[src/rtl/mips_ctrl_pkg.sv]
// rtl/mips_ctrl_pkg.sv - shared types and encodings for the multicycle MIPS control unit
package mips_ctrl_pkg;

  typedef enum logic [3:0] {
    S_FETCH   = 4'd0,
    S_DECODE  = 4'd1,
    S_MEMADR  = 4'd2,
    S_MEMRD   = 4'd3,
    S_MEMWB   = 4'd4,
    S_MEMWR   = 4'd5,
    S_EXECUTE = 4'd6,
    S_ALUWB   = 4'd7,
    S_BEQ     = 4'd8,
    S_ADDIEX  = 4'd9,
    S_ADDIWB  = 4'd10,
    S_JUMP    = 4'd11,
    S_BNE     = 4'd12
  } state_t;

  localparam logic [5:0] OP_RTYPE = 6'b000000;
  localparam logic [5:0] OP_LW    = 6'b100011;
  localparam logic [5:0] OP_SW    = 6'b101011;
  localparam logic [5:0] OP_BEQ   = 6'b000100;
  localparam logic [5:0] OP_BNE   = 6'b000101;
  localparam logic [5:0] OP_ADDI  = 6'b001000;
  localparam logic [5:0] OP_J     = 6'b000010;

  localparam logic [5:0] FN_ADD = 6'b100000;
  localparam logic [5:0] FN_SUB = 6'b100010;
  localparam logic [5:0] FN_AND = 6'b100100;
  localparam logic [5:0] FN_OR  = 6'b100101;
  localparam logic [5:0] FN_SLT = 6'b101010;

  localparam logic [2:0] ALU_AND = 3'b000;
  localparam logic [2:0] ALU_OR  = 3'b001;
  localparam logic [2:0] ALU_ADD = 3'b010;
  localparam logic [2:0] ALU_BAD = 3'b011;
  localparam logic [2:0] ALU_SUB = 3'b110;
  localparam logic [2:0] ALU_SLT = 3'b111;

  typedef enum logic [1:0] {
    ALUOP_ADD   = 2'b00,
    ALUOP_SUB   = 2'b01,
    ALUOP_FUNCT = 2'b10,
    ALUOP_RSVD  = 2'b11
  } alu_op_t;

endpackage

[src/rtl/alu_decoder.sv]
// rtl/alu_decoder.sv - maps alu_op and funct to the 3-bit ALU control code
module alu_decoder
  import mips_ctrl_pkg::*;
(
  input  alu_op_t     alu_op,
  input  logic [5:0]  funct,
  output logic [2:0]  alu_control,
  output logic        funct_illegal
);

  always_comb begin
    alu_control   = ALU_ADD;
    funct_illegal = 1'b0;
    case (alu_op)
      ALUOP_SUB: alu_control = ALU_SUB;
      ALUOP_FUNCT: begin
        case (funct)
          FN_ADD:  alu_control = ALU_ADD;
          FN_SUB:  alu_control = ALU_SUB;
          FN_AND:  alu_control = ALU_AND;
          FN_OR:   alu_control = ALU_OR;
          FN_SLT:  alu_control = ALU_SLT;
          default: begin
            alu_control   = ALU_BAD;
            funct_illegal = 1'b1;
          end
        endcase
      end
      default: alu_control = ALU_ADD;
    endcase
  end

endmodule

[src/rtl/mips_multicycle_ctrl.sv]
// rtl/mips_multicycle_ctrl.sv - multicycle MIPS Moore control FSM; MIPS_CTRL_BNE_EN adds BNE
module mips_multicycle_ctrl
  import mips_ctrl_pkg::*;
#(
  parameter int STATE_W = 4
)
(
  input  logic               clk,
  input  logic               reset,
  input  logic [5:0]         op,
  input  logic [5:0]         funct,
  input  logic               zero,
  output logic               iord,
  output logic               mem_write,
  output logic               ir_write,
  output logic               reg_dst,
  output logic               mem_to_reg,
  output logic               reg_write,
  output logic               alu_src_a,
  output logic [1:0]         alu_src_b,
  output logic [2:0]         alu_control,
  output logic [1:0]         pc_src,
  output logic               pc_en,
  output logic               illegal_op,
  output logic [STATE_W-1:0] state_dbg
);

  state_t  state, state_next;
  alu_op_t alu_op;
  logic    pc_write, branch_eq, branch_ne;
  logic    ir_write_s, mem_write_s, reg_write_s;
  logic    op_illegal, funct_illegal, illegal_next;

  alu_decoder u_alu_decoder (
    .alu_op        (alu_op),
    .funct         (funct),
    .alu_control   (alu_control),
    .funct_illegal (funct_illegal)
  );

  always_ff @(posedge clk) begin
    if (reset) begin
      state      <= S_FETCH;
      illegal_op <= 1'b0;
    end else begin
      state      <= state_next;
      illegal_op <= illegal_next;
    end
  end

  always_comb begin
    state_next  = S_FETCH;
    iord        = 1'b0;
    mem_write_s = 1'b0;
    ir_write_s  = 1'b0;
    reg_dst     = 1'b0;
    mem_to_reg  = 1'b0;
    reg_write_s = 1'b0;
    alu_src_a   = 1'b0;
    alu_src_b   = 2'b00;
    alu_op      = ALUOP_ADD;
    pc_src      = 2'b00;
    pc_write    = 1'b0;
    branch_eq   = 1'b0;
    branch_ne   = 1'b0;
    op_illegal  = 1'b0;
    case (state)
      S_FETCH: begin
        alu_src_b  = 2'b01;
        ir_write_s = 1'b1;
        pc_write   = 1'b1;
        state_next = S_DECODE;
      end
      S_DECODE: begin
        // ALU precomputes the branch target into ALUOut while the opcode is examined
        alu_src_b = 2'b11;
        case (op)
          OP_LW, OP_SW: state_next = S_MEMADR;
          OP_RTYPE:     state_next = S_EXECUTE;
          OP_BEQ:       state_next = S_BEQ;
          OP_ADDI:      state_next = S_ADDIEX;
          OP_J:         state_next = S_JUMP;
`ifdef MIPS_CTRL_BNE_EN
          OP_BNE:       state_next = S_BNE;
`endif
          default:      op_illegal = 1'b1;
        endcase
      end
      S_MEMADR: begin
        alu_src_a  = 1'b1;
        alu_src_b  = 2'b10;
        state_next = (op == OP_LW) ? S_MEMRD : S_MEMWR;
      end
      S_MEMRD: begin
        iord       = 1'b1;
        state_next = S_MEMWB;
      end
      S_MEMWB: begin
        mem_to_reg  = 1'b1;
        reg_write_s = 1'b1;
      end
      S_MEMWR: begin
        iord        = 1'b1;
        mem_write_s = 1'b1;
      end
      S_EXECUTE: begin
        alu_src_a  = 1'b1;
        alu_op     = ALUOP_FUNCT;
        state_next = S_ALUWB;
      end
      S_ALUWB: begin
        reg_dst     = 1'b1;
        reg_write_s = 1'b1;
      end
      S_BEQ: begin
        alu_src_a = 1'b1;
        alu_op    = ALUOP_SUB;
        pc_src    = 2'b01;
        branch_eq = 1'b1;
      end
      S_BNE: begin
        alu_src_a = 1'b1;
        alu_op    = ALUOP_SUB;
        pc_src    = 2'b01;
        branch_ne = 1'b1;
      end
      S_ADDIEX: begin
        alu_src_a  = 1'b1;
        alu_src_b  = 2'b10;
        state_next = S_ADDIWB;
      end
      S_ADDIWB: reg_write_s = 1'b1;
      S_JUMP: begin
        pc_src   = 2'b10;
        pc_write = 1'b1;
      end
      default: state_next = S_FETCH;
    endcase
  end

  assign illegal_next = op_illegal | ((state == S_EXECUTE) & funct_illegal);

  // Reset squashes every architectural write so an aborted instruction leaves no trace
  assign ir_write  = ir_write_s  & ~reset;
  assign mem_write = mem_write_s & ~reset;
  assign reg_write = reg_write_s & ~reset;
  assign pc_en     = ~reset & (pc_write | (branch_eq & zero) | (branch_ne & ~zero));
  assign state_dbg = STATE_W'(state);

endmodule
[config.mk]
export PLATFORM = sky130hd
export DESIGN_NAME = mips_multicycle_ctrl
export DESIGN_NICKNAME = d
export VERILOG_FILES = /design/src/rtl/mips_ctrl_pkg.sv /design/src/rtl/alu_decoder.sv /design/src/rtl/mips_multicycle_ctrl.sv
export SDC_FILE = /design/constraint.sdc
export NUM_CORES = 1
export LEC_CHECK = 0
export ABC_AREA = 1
export BUFFER_PORTS_ARGS = -buffer_cell sky130_fd_sc_hd__buf_2
export CORE_MARGIN = 2
export CORE_UTILIZATION = 42
export DETAILED_ROUTE_END_ITERATION = 7
export PLACE_DENSITY = 0.77
export SYNTH_ARGS = -nofsm -noshare
export SYNTH_HDL_FRONTEND = slang
export SYNTH_SLANG_ARGS = --single-unit
[constraint.sdc]
create_clock -name clk -period 1.93 [get_ports clk]
set_input_delay 0.2895 -clock clk [delete_from_list [all_inputs] [get_ports clk]]
set_output_delay 0.2895 -clock clk [all_outputs]
set_load 0.05 [all_outputs]
==> flow_summary.ini <==
[status]
status = complete, no violations

[clocking]
htreeDepth = 1
path_clk_slew_ps = 40
cts_tree = done
cts.sink_count = 5
cts_buffer_depth = 2
ctsHoldBuffers = 0
root_buffer = clkbuf_4
cts_made_buffers = 3
worstSkewPairLatency_ps = 250

[placement]
port_buffers = 34
dp_cells = 160
hpwl_mm = 1.413
routabilityCongestion = 0.8474

[global_route]
antenna_found_initial = 0
grt_max_degree = 9
grt_pass1_vias = 766
grt_usage_pct = 21.78
grt_pass1_wl_mm = 3.049
gr-total-overflow = 0

[die]
die_w_um = 42.05
core-area_um2 = 1334
rows = 13
die_h_um = 42.05
num_io_pins = 35
start_util_pct = 45.59
dieArea_um2 = 1768

[layout]
final_cell_mix = 31 x buf_2, 22 x nor2_1, 17 x inv_1
area_delta_synth_final_pct = 63.58
final_common_cell = buf_2
insertedDiodeCount = 0
finalNetCount = 174
instances_no_fill = 171
nFillCells = 115
drive_gt1_share_pct = 46.79

[logic_synthesis]
ys_ff_latch = 5
netlist_area_um2 = 608.1
synth.net_count = 127
synth_seq_area_share_pct = 16.46
yosysWarnings = 0
synth_top_area_share_pct = 16.46
synth_top_area_cell = dfxtp_1
ys_types = 22
synth_area_leaders = dfxtp_1 16%, nor2_1 15%, inv_1 13%
syn_avg_cell_area_um2 = 5.528
postSynthCellCount = 110

[drt]
dr.first_iter.drc_count = 23
drt-pass1-iter-count = 4
vias_per_cell = 4.982
wire_per_inst_um = 11.60
dr_total_vias = 852
route.detailed.drc = 0
drt_wl_total_mm = 1.983
ant_nets = 0

[critical_path]
critPathKind = register to primary output
r2r_cells = 8
required_ps = 1640
cp_slowest_cell = dfxtp_4
path_cells = inv_4 -> nor2_4 -> inv_4 -> nor2_8 -> ha_4 -> nand4_1 -> o221ai_2 -> buf_6
cp_max_fo = 3
cpPeakStageDelay_ps = 350
start_kind = register
cp_common_cell = inv_4
end_kind = primary output
worstPathArrival_ps = 1630

[sta]
skew_ps = 4.042
max_slew_margin_pct = 79.65
tightest_slew_ps = 304.1
setup_viol_count_final = 0
finalCritPeriodShare_pct = 99.64
rsz0062_at_grt = true
max_freq_ghz = 0.5200
slew_viol_final = 0
period_minus_slack_ps = 1923
hold_viol = 0
tns_ps = 0

[run]
max_cap_violations = 0

[pwr]
irDropWorstVdd_mv = 0.3671
fin_total_pwr_mw = 0.3757
cellPowerDensity_nw_per_um2 = 377.7
p_leak_nw = 0.5712

[hold_path]
hp-class = primary input to register
hold-path-cell-count = 2
## per-stage QoR
step	worst slack, ps	area [um^2]	hold slack (ps)	utilization, %
global placement	123.0	853.3	584.8	63.98
floorplan	-144.8	653.1	471.1	-
global route	-92.92	994.7	360.7	74.58
detailed placement	86.50	853.3	598.2	63.98
finish	6.979	994.7	346.2	74.58
CTS	-34.49	938.4	348.9	70.36
## routing by layer
layer	vias up	GRT usage (%)	share of wire, %
met5	-	0	0
met4	0	8.125	1.5
met2	28	40.00	51
met1	378	24.54	42
met3	4	4.310	5.2
li1	442	-	-
## state kept, by name, summed over array words and instances, names as in the netlist
register	flops
illegal_op	1
state_dbg	4
## timing repair
| item | in CTS | in global routing |
|---|---|---|
| resized for setup | 10 | 11 |
| setup endpoints to repair | 3 | 3 |
| setup buffers | 3 | 4 |
| pin swaps | 5 | 7 |
## Yosys cell counts
cell type  count
nand2_2        2
xor2_1         1
nor2_4         1
ha_1           2
o221ai_1       1
nand3_1       10
inv_1         21
o211ai_1       1
nor2_8         1
nand2_1       13
buf_1          1
a31oi_1        1
inv_2          3
nor3_1         1
a21oi_1        9
o21ai_1        1
nor2_2         3
o21ai_0        3
dfxtp_1        5
nand4_1        4
o31ai_1        1
nor2_1        25
## area by class of cell
type                       instances  area (um^2)  area share, %
inverter                          24        95.09          9.560
timing repair buffer              43        256.5          25.79
tap                               15        18.77          1.887
sequential                         5        112.6          11.32
clock buffer                       4        26.28          2.642
multi-input combinational         80        485.5          48.81
## worst paths after layout
check / startpoint / endpoint / slack [ps]
setup / recovery: state_dbg[2] / alu_control[0] / 7
hold / removal: reset / state_dbg[0] / 350
setup reg to reg: state_dbg[1] / illegal_op / 640
hold reg to reg: state_dbg[1] / state_dbg[0] / 630
## cell families (layout without fill, tap and decap cells)
| logic type | Yosys count | count (layout) | share of synthesized area, % |
|---|---|---|---|
| AO/OA/AOI/OAI | 17 | 17 | 15.64 |
| adder cells (fa/ha/maj) | 2 | 2 | 4.115 |
| AND/OR/NAND/NOR | 60 | 60 | 46.91 |
| flip-flops | 5 | 5 | 16.46 |
| buffers and inverters | 25 | 71 | 15.43 |
| XOR/XNOR | 1 | 1 | 1.441 |
## critical path: cells and delay by family (launching register included)
| kind | cells | cell delay (ps) |
|---|---|---|
| AND/OR/NAND/NOR | 3 | 390 |
| AO/OA/AOI/OAI | 1 | 210 |
| buffers and inverters | 3 | 290 |
| adder cells (fa/ha/maj) | 1 | 140 |
| flip-flops | 1 | 350 |
## where the power goes
part	internal [mW]	switching [mW]	total (mW)
Sequential	0.106	0.00558	0.111
Combinational	0.0404	0.0951	0.136
Clock	0.0786	0.0504	0.129
(Power assumes the default switching activity.)
